--- config.mk ---
export PLATFORM = sky130hd
export DESIGN_NAME = cpu_control_unit
export DESIGN_NICKNAME = d
export VERILOG_FILES = /design/src/rtl/cpu_control_unit.sv
export SDC_FILE = /design/constraint.sdc
export NUM_CORES = 1
export LEC_CHECK = 0
export CAP_MARGIN = 5
export CELL_PAD_IN_SITES_DETAIL_PLACEMENT = 1
export CELL_PAD_IN_SITES_GLOBAL_PLACEMENT = 1
export CORE_MARGIN = 4
export CORE_UTILIZATION = 34
export CTS_CLUSTER_SIZE = 20
export DETAILED_ROUTE_END_ITERATION = 16
export PLACE_DENSITY_LB_ADDON = 0.1
export SLEW_MARGIN = 20
export SYNTH_ARGS = -nofsm -noshare
export SYNTH_HDL_FRONTEND = slang
export SYNTH_SLANG_ARGS = --single-unit
--- constraint.sdc ---
create_clock -name clk -period 2.4 [get_ports clk]
set_clock_uncertainty 0.2 [all_clocks]
set_input_delay 0.48 -clock clk [delete_from_list [all_inputs] [get_ports clk]]
set_output_delay 0.48 -clock clk [all_outputs]
set_load 0.01 [all_outputs]
--- src/rtl/cpu_control_unit.sv ---
// Multi-cycle fetch/decode/execute controller with an embedded 4-bit ALU.
// It drives a 4x4-bit register file and fetches bytes from a combinational instruction memory.
module cpu_control_unit #(
  parameter int unsigned PC_W = 8
) (
  input  logic            clk,
  input  logic            rst,
  input  logic            run,
  output logic [PC_W-1:0] imem_addr,
  input  logic [7:0]      imem_data,
  output logic            rf_we,
  output logic [1:0]      rf_waddr,
  output logic [3:0]      rf_wdata,
  output logic [1:0]      rf_raddr1,
  output logic [1:0]      rf_raddr2,
  input  logic [3:0]      rf_rdata1,
  input  logic [3:0]      rf_rdata2,
  output logic            zero_flag,
  output logic            carry_flag,
  output logic            halted,
  output logic [2:0]      state
);

  typedef enum logic [2:0] {
    S_IDLE   = 3'd0,
    S_FETCH  = 3'd1,
    S_DECODE = 3'd2,
    S_FETCH2 = 3'd3,
    S_EXEC   = 3'd4,
    S_HALT   = 3'd5
  } state_t;

  localparam logic [3:0] OP_NOP  = 4'h0;
  localparam logic [3:0] OP_LDI  = 4'h1;
  localparam logic [3:0] OP_MOV  = 4'h2;
  localparam logic [3:0] OP_ADD  = 4'h3;
  localparam logic [3:0] OP_SUB  = 4'h4;
  localparam logic [3:0] OP_AND  = 4'h5;
  localparam logic [3:0] OP_OR   = 4'h6;
  localparam logic [3:0] OP_XOR  = 4'h7;
  localparam logic [3:0] OP_NOT  = 4'h8;
  localparam logic [3:0] OP_JMP  = 4'h9;
  localparam logic [3:0] OP_JZ   = 4'hA;
  localparam logic [3:0] OP_HALT = 4'hF;

  state_t          state_q, state_d;
  logic [PC_W-1:0] pc_q, pc_d;
  logic [7:0]      ir_q, ir_d;
  logic [7:0]      opnd_q, opnd_d;
  logic            z_q, z_d;
  logic            c_q, c_d;

  logic [3:0]      op;
  logic            two_byte;
  logic [PC_W-1:0] target;

  logic [3:0]      alu_res;
  logic            alu_c;
  logic            writes_rf;
  logic            sets_flags;
  logic [4:0]      wide;

  assign op       = ir_q[7:4];
  assign two_byte = (op == OP_LDI) || (op == OP_JMP) || (op == OP_JZ);
  assign target   = PC_W'(opnd_q);

  // ALU result, carry/borrow and the write/flag-update qualifiers for the current opcode
  always_comb begin
    alu_res    = '0;
    alu_c      = 1'b0;
    writes_rf  = 1'b0;
    sets_flags = 1'b0;
    wide       = '0;
    case (op)
      OP_LDI: begin
        alu_res   = opnd_q[3:0];
        writes_rf = 1'b1;
      end
      OP_MOV: begin
        alu_res   = rf_rdata2;
        writes_rf = 1'b1;
      end
      OP_ADD: begin
        wide       = {1'b0, rf_rdata1} + {1'b0, rf_rdata2};
        alu_res    = wide[3:0];
        alu_c      = wide[4];
        writes_rf  = 1'b1;
        sets_flags = 1'b1;
      end
      OP_SUB: begin
        wide       = {1'b0, rf_rdata1} - {1'b0, rf_rdata2};
        alu_res    = wide[3:0];
        alu_c      = wide[4];
        writes_rf  = 1'b1;
        sets_flags = 1'b1;
      end
      OP_AND: begin
        alu_res    = rf_rdata1 & rf_rdata2;
        writes_rf  = 1'b1;
        sets_flags = 1'b1;
      end
      OP_OR: begin
        alu_res    = rf_rdata1 | rf_rdata2;
        writes_rf  = 1'b1;
        sets_flags = 1'b1;
      end
      OP_XOR: begin
        alu_res    = rf_rdata1 ^ rf_rdata2;
        writes_rf  = 1'b1;
        sets_flags = 1'b1;
      end
      OP_NOT: begin
        alu_res    = ~rf_rdata2;
        writes_rf  = 1'b1;
        sets_flags = 1'b1;
      end
      default: ;
    endcase
  end

  always_comb begin
    state_d = state_q;
    pc_d    = pc_q;
    ir_d    = ir_q;
    opnd_d  = opnd_q;
    z_d     = z_q;
    c_d     = c_q;
    case (state_q)
      S_IDLE: begin
        if (run) state_d = S_FETCH;
      end
      S_FETCH: begin
        ir_d    = imem_data;
        pc_d    = pc_q + PC_W'(1);
        state_d = S_DECODE;
      end
      S_DECODE: begin
        if (two_byte)            state_d = S_FETCH2;
        else if (op == OP_HALT)  state_d = S_HALT;
        else                     state_d = S_EXEC;
      end
      S_FETCH2: begin
        opnd_d  = imem_data;
        pc_d    = pc_q + PC_W'(1);
        state_d = S_EXEC;
      end
      S_EXEC: begin
        if (sets_flags) begin
          z_d = (alu_res == 4'h0);
          c_d = alu_c;
        end
        if (op == OP_JMP || (op == OP_JZ && z_q)) pc_d = target;
        state_d = S_FETCH;
      end
      S_HALT: state_d = S_HALT;
      default: state_d = S_IDLE;
    endcase
  end

  always_ff @(posedge clk) begin
    if (rst) begin
      state_q <= S_IDLE;
      pc_q    <= '0;
      ir_q    <= '0;
      opnd_q  <= '0;
      z_q     <= 1'b0;
      c_q     <= 1'b0;
    end else begin
      state_q <= state_d;
      pc_q    <= pc_d;
      ir_q    <= ir_d;
      opnd_q  <= opnd_d;
      z_q     <= z_d;
      c_q     <= c_d;
    end
  end

  // Gating with rst drops a write that would otherwise land on the reset edge
  assign rf_we      = (state_q == S_EXEC) && writes_rf && !rst;
  assign rf_waddr   = ir_q[3:2];
  assign rf_wdata   = alu_res;
  assign rf_raddr1  = ir_q[3:2];
  assign rf_raddr2  = ir_q[1:0];
  assign imem_addr  = pc_q;
  assign zero_flag  = z_q;
  assign carry_flag = c_q;
  assign halted     = (state_q == S_HALT);
  assign state      = state_q;

  logic unused_nop;
  assign unused_nop = (op == OP_NOP);

endmodule

==> results by group <==
GRT
  – Number of global-route vias before repair: 2308
  – Tot GR Track Use: 19.6%
  – Initial antenna violation count: 0
  – Largest net degree at the start of global routing: 31
  – Total gr overflow: 0
  – Global-route wire length before repair: 11600 µm

Place
  – I/O Buffers: 43
  – Dpl cells: 421
  – DP HPWL: 5180 µm
  – Routability congestion estimate: 0.795

Worst setup path
  – Startpoint Class: input pin
  – Max stage delay cell, worst path: fa_2
  – R2R Setup Slk: 10 ps
  – CP arrival: 2000 ps
  – Worst Path Class, Setup: in -> out
  – Worst path required time: 1720 ps
  – Worst-path maximum fanout: 3
  – Worst setup EP type: output pin
  – Worst path top cell family by delay: adder cells
  – Crit path largest cell delay: 410 ps
  – Critical Path Stages: 7
  – Buf/Inv on CP: 2
  – Worst r2r path cells: 7
  – CP cell instances: buf_8 -> ha_4 -> fa_2 -> mux2i_2 -> a2111oi_4 -> a2111o_1 -> buf_2

Power and ir drop
  – Internal: 1100 µW
  – Sw frac: 29.8%
  – Power Total: 1570 µW
  – Pwr dens: 477 nW/µm²
  – Leakage power: 0.00129 µW
  – Seq pwr share: 33.3%
  – Worst IR Drop VDD: 0.286 mV
  – Comb pwr share: 32.2%
  – Clock group share of total power: 34.5%
  – Net switching power: 468 µW

Timing
  – Final hold vios: 0
  – RSZ-0062 raised after global routing: yes
  – Final period util: 112%
  – Setup-failing EPs final: 5
  – Final Critical Period: 2680 ps
  – Peak Freq: 373 MHz
  – Worst-margin pin slew: 539 ps
  – Setup WS post-layout: -280 ps
  – Worst rel slew slack: 64.1%
  – Max Transition Viols Final: 0

Synthesis
  – Cell area after synthesis: 2120 µm²
  – Ys async rst share: 0%
  – Cell taking the most area after synthesis: dfxtp_1
  – Synth Instances: 273
  – #FFs+latches synth: 29
  – Seq/Total Area, Yosys: 27.4%
  – Post-Syn Nets: 307
  – Syn Area/Cell: 7.75 µm²
  – Most numerous cell in the Yosys netlist: dfxtp_1
  – Area contributors post-synth: dfxtp_1 27%, ha_1 7.7%, a21oi_1 6.6%
  – Primary FF master, synth: dfxtp_1
  – Post-synth top cells: 29 x dfxtp_1, 28 x a21oi_1, 27 x nand2_1, 23 x nor2_1, 15 x inv_1
  – Syn. warnings: 0
  – Share of the synthesized area in the top cell type: 27.4%
  – Netlist cell types: 57
  – Post-synth EDFFs: 0

Route
  – Detailed-route via count: 2310
  – Final WL: 7230 µm
  – Post-DRT Antenna Nets: 0
  – Length of the first detailed-routing pass in iterations: 4
  – Vias/cell: 5.30
  – Starting DRT DRC Count: 93
  – DRC violations left: 0
  – WL/cell: 16.6 µm

Floorplanning
  – Rows: 28
  – Num ports: 44
  – Initial Util: 35.3%
  – Die extent in x: 86.9 µm
  – Die area: 7550 µm²
  – Core ar.: 5990 µm²
  – Die Ht: 86.9 µm

Layout
  – Antenna cells: 0
  – Nets@finish: 394
  – Layout cells sized above 1: 34.6%
  – Layout area overhead: 55.6%
  – Non-filler cells, final: 436

Clock tree
  – Total clock sinks: 29
  – Inserted Clock Buffers: 5
  – Worst-path clk slew: 70 ps
  – CTS tree: built
  – Clk buf depth: 2
  – CTS Hold Bufs: 0
  – CTS H-tree lvls: 2
  – Clk_lat worst skew: 290 ps
  – CTS Root Cell: clkbuf_8

Job
  – Max_cap viols: 0

Hold path
  – Min-delay worst type: reg -> reg
  – Hold Path Cell Cnt: 2

Outcome
  – Status: complete, but fails checks
  – Failing checks: negative setup slack
==> final cells by class <==
class | instances | area, µm²
clock buffers | 6 | 82.6
clock inverters | 2 | 37.5
fillers | 727 | 2700
inverters | 15 | 61.3
multi-input cells | 206 | 1540
flip-flops and latches | 29 | 591
well taps | 75 | 93.8
repair buffers | 103 | 885
==> state kept, by name, summed over array words and instances (netlist names) <==
name / flops
ir_q: 8
opnd_q: 8
imem_addr: 8
state: 3
zero_flag: 1
carry_flag: 1
==> placed cells by master, fill, tap and decap left out, types with 5 or more instances in the layout <==
master,netlist,final
nand3_1,13,13
o21ai_0,13,12
nor3_1,9,8
a21oi_1,28,26
buf_2,5,5
nor2_1,23,23
mux2i_1,10,9
nand2_1,27,27
a211oi_1,6,5
ha_4,0,8
clkdlybuf4s50_1,0,30
inv_1,15,6
clkbuf_8,0,6
buf_6,2,9
nor2b_1,5,5
buf_4,7,54
inv_2,0,7
dfxtp_1,29,25
==> timing repair <==
action,4_1_cts,5_1_grt
pin swaps,16,12
gates resized for setup,98,10
buffers inserted,3,4
endpoints found under the setup margin,6,6
==> power by group through the flow <==
stage | combinational (µW) | sequential, µW | clock, µW
after floorplan | 224 | 535 | 0
after global placement | 429 | 533 | 0
after detailed placement | 437 | 534 | 0
final | 505 | 523 | 543
after CTS | 478 | 523 | 556
after global routing | 550 | 527 | 586
==> final timing paths <==
path / start / end
max: rf_rdata2[0] / rf_wdata[1]
max reg2reg: ir_q[5] / zero_flag
min: opnd_q[4] / opnd_q[4]
min reg2reg: opnd_q[4] / opnd_q[4]
==> layer usage <==
metal	part of all wire (%)	global-route usage (%)	vias to the layer above
li1	-	-	1141
met1	46	26.6	1108
met2	49	32.4	47
met3	3.2	3.12	14
met4	1.6	4.82	0
met5	0	0	-
==> cells by family after synthesis <==
| kind of cell | Yosys count | share of synthesized area [%] |
|---|---|---|
| simple gates | 106 | 26.1 |
| mux | 11 | 5.26 |
| buf+inv | 38 | 8.98 |
| fa+ha+maj | 15 | 9.57 |
| xor+xnor | 2 | 0.828 |
| compound gates | 72 | 21.8 |
| flops | 29 | 27.4 |
==> per-stage QoR <==
stage | hold slack (ps) | utilization [%] | setup WS (ps) | setup TNS [ps] | area [µm²]
global placement | 244 | 48.8 | -1140 | -5040 | 2920
finish | 260 | 55.0 | -280 | -1060 | 3290
detailed placement | 251 | 48.8 | -1170 | -5250 | 2920
CTS | 262 | 53.7 | -263 | -810 | 3220
global route | 295 | 55.0 | -354 | -1410 | 3290
floorplan | 236 | - | -135 | -179 | 2130
==> worst reg2reg max path: stages, from the launching register on <==
cell and delay (ps):
dfxtp_2 370, buf_4 200, mux2i_2 280, a2111oi_4 100, a2111o_1 380, buf_4 140, or4_4 470, o31ai_2 170
Note: power is estimated with default switching activity, not from simulation.
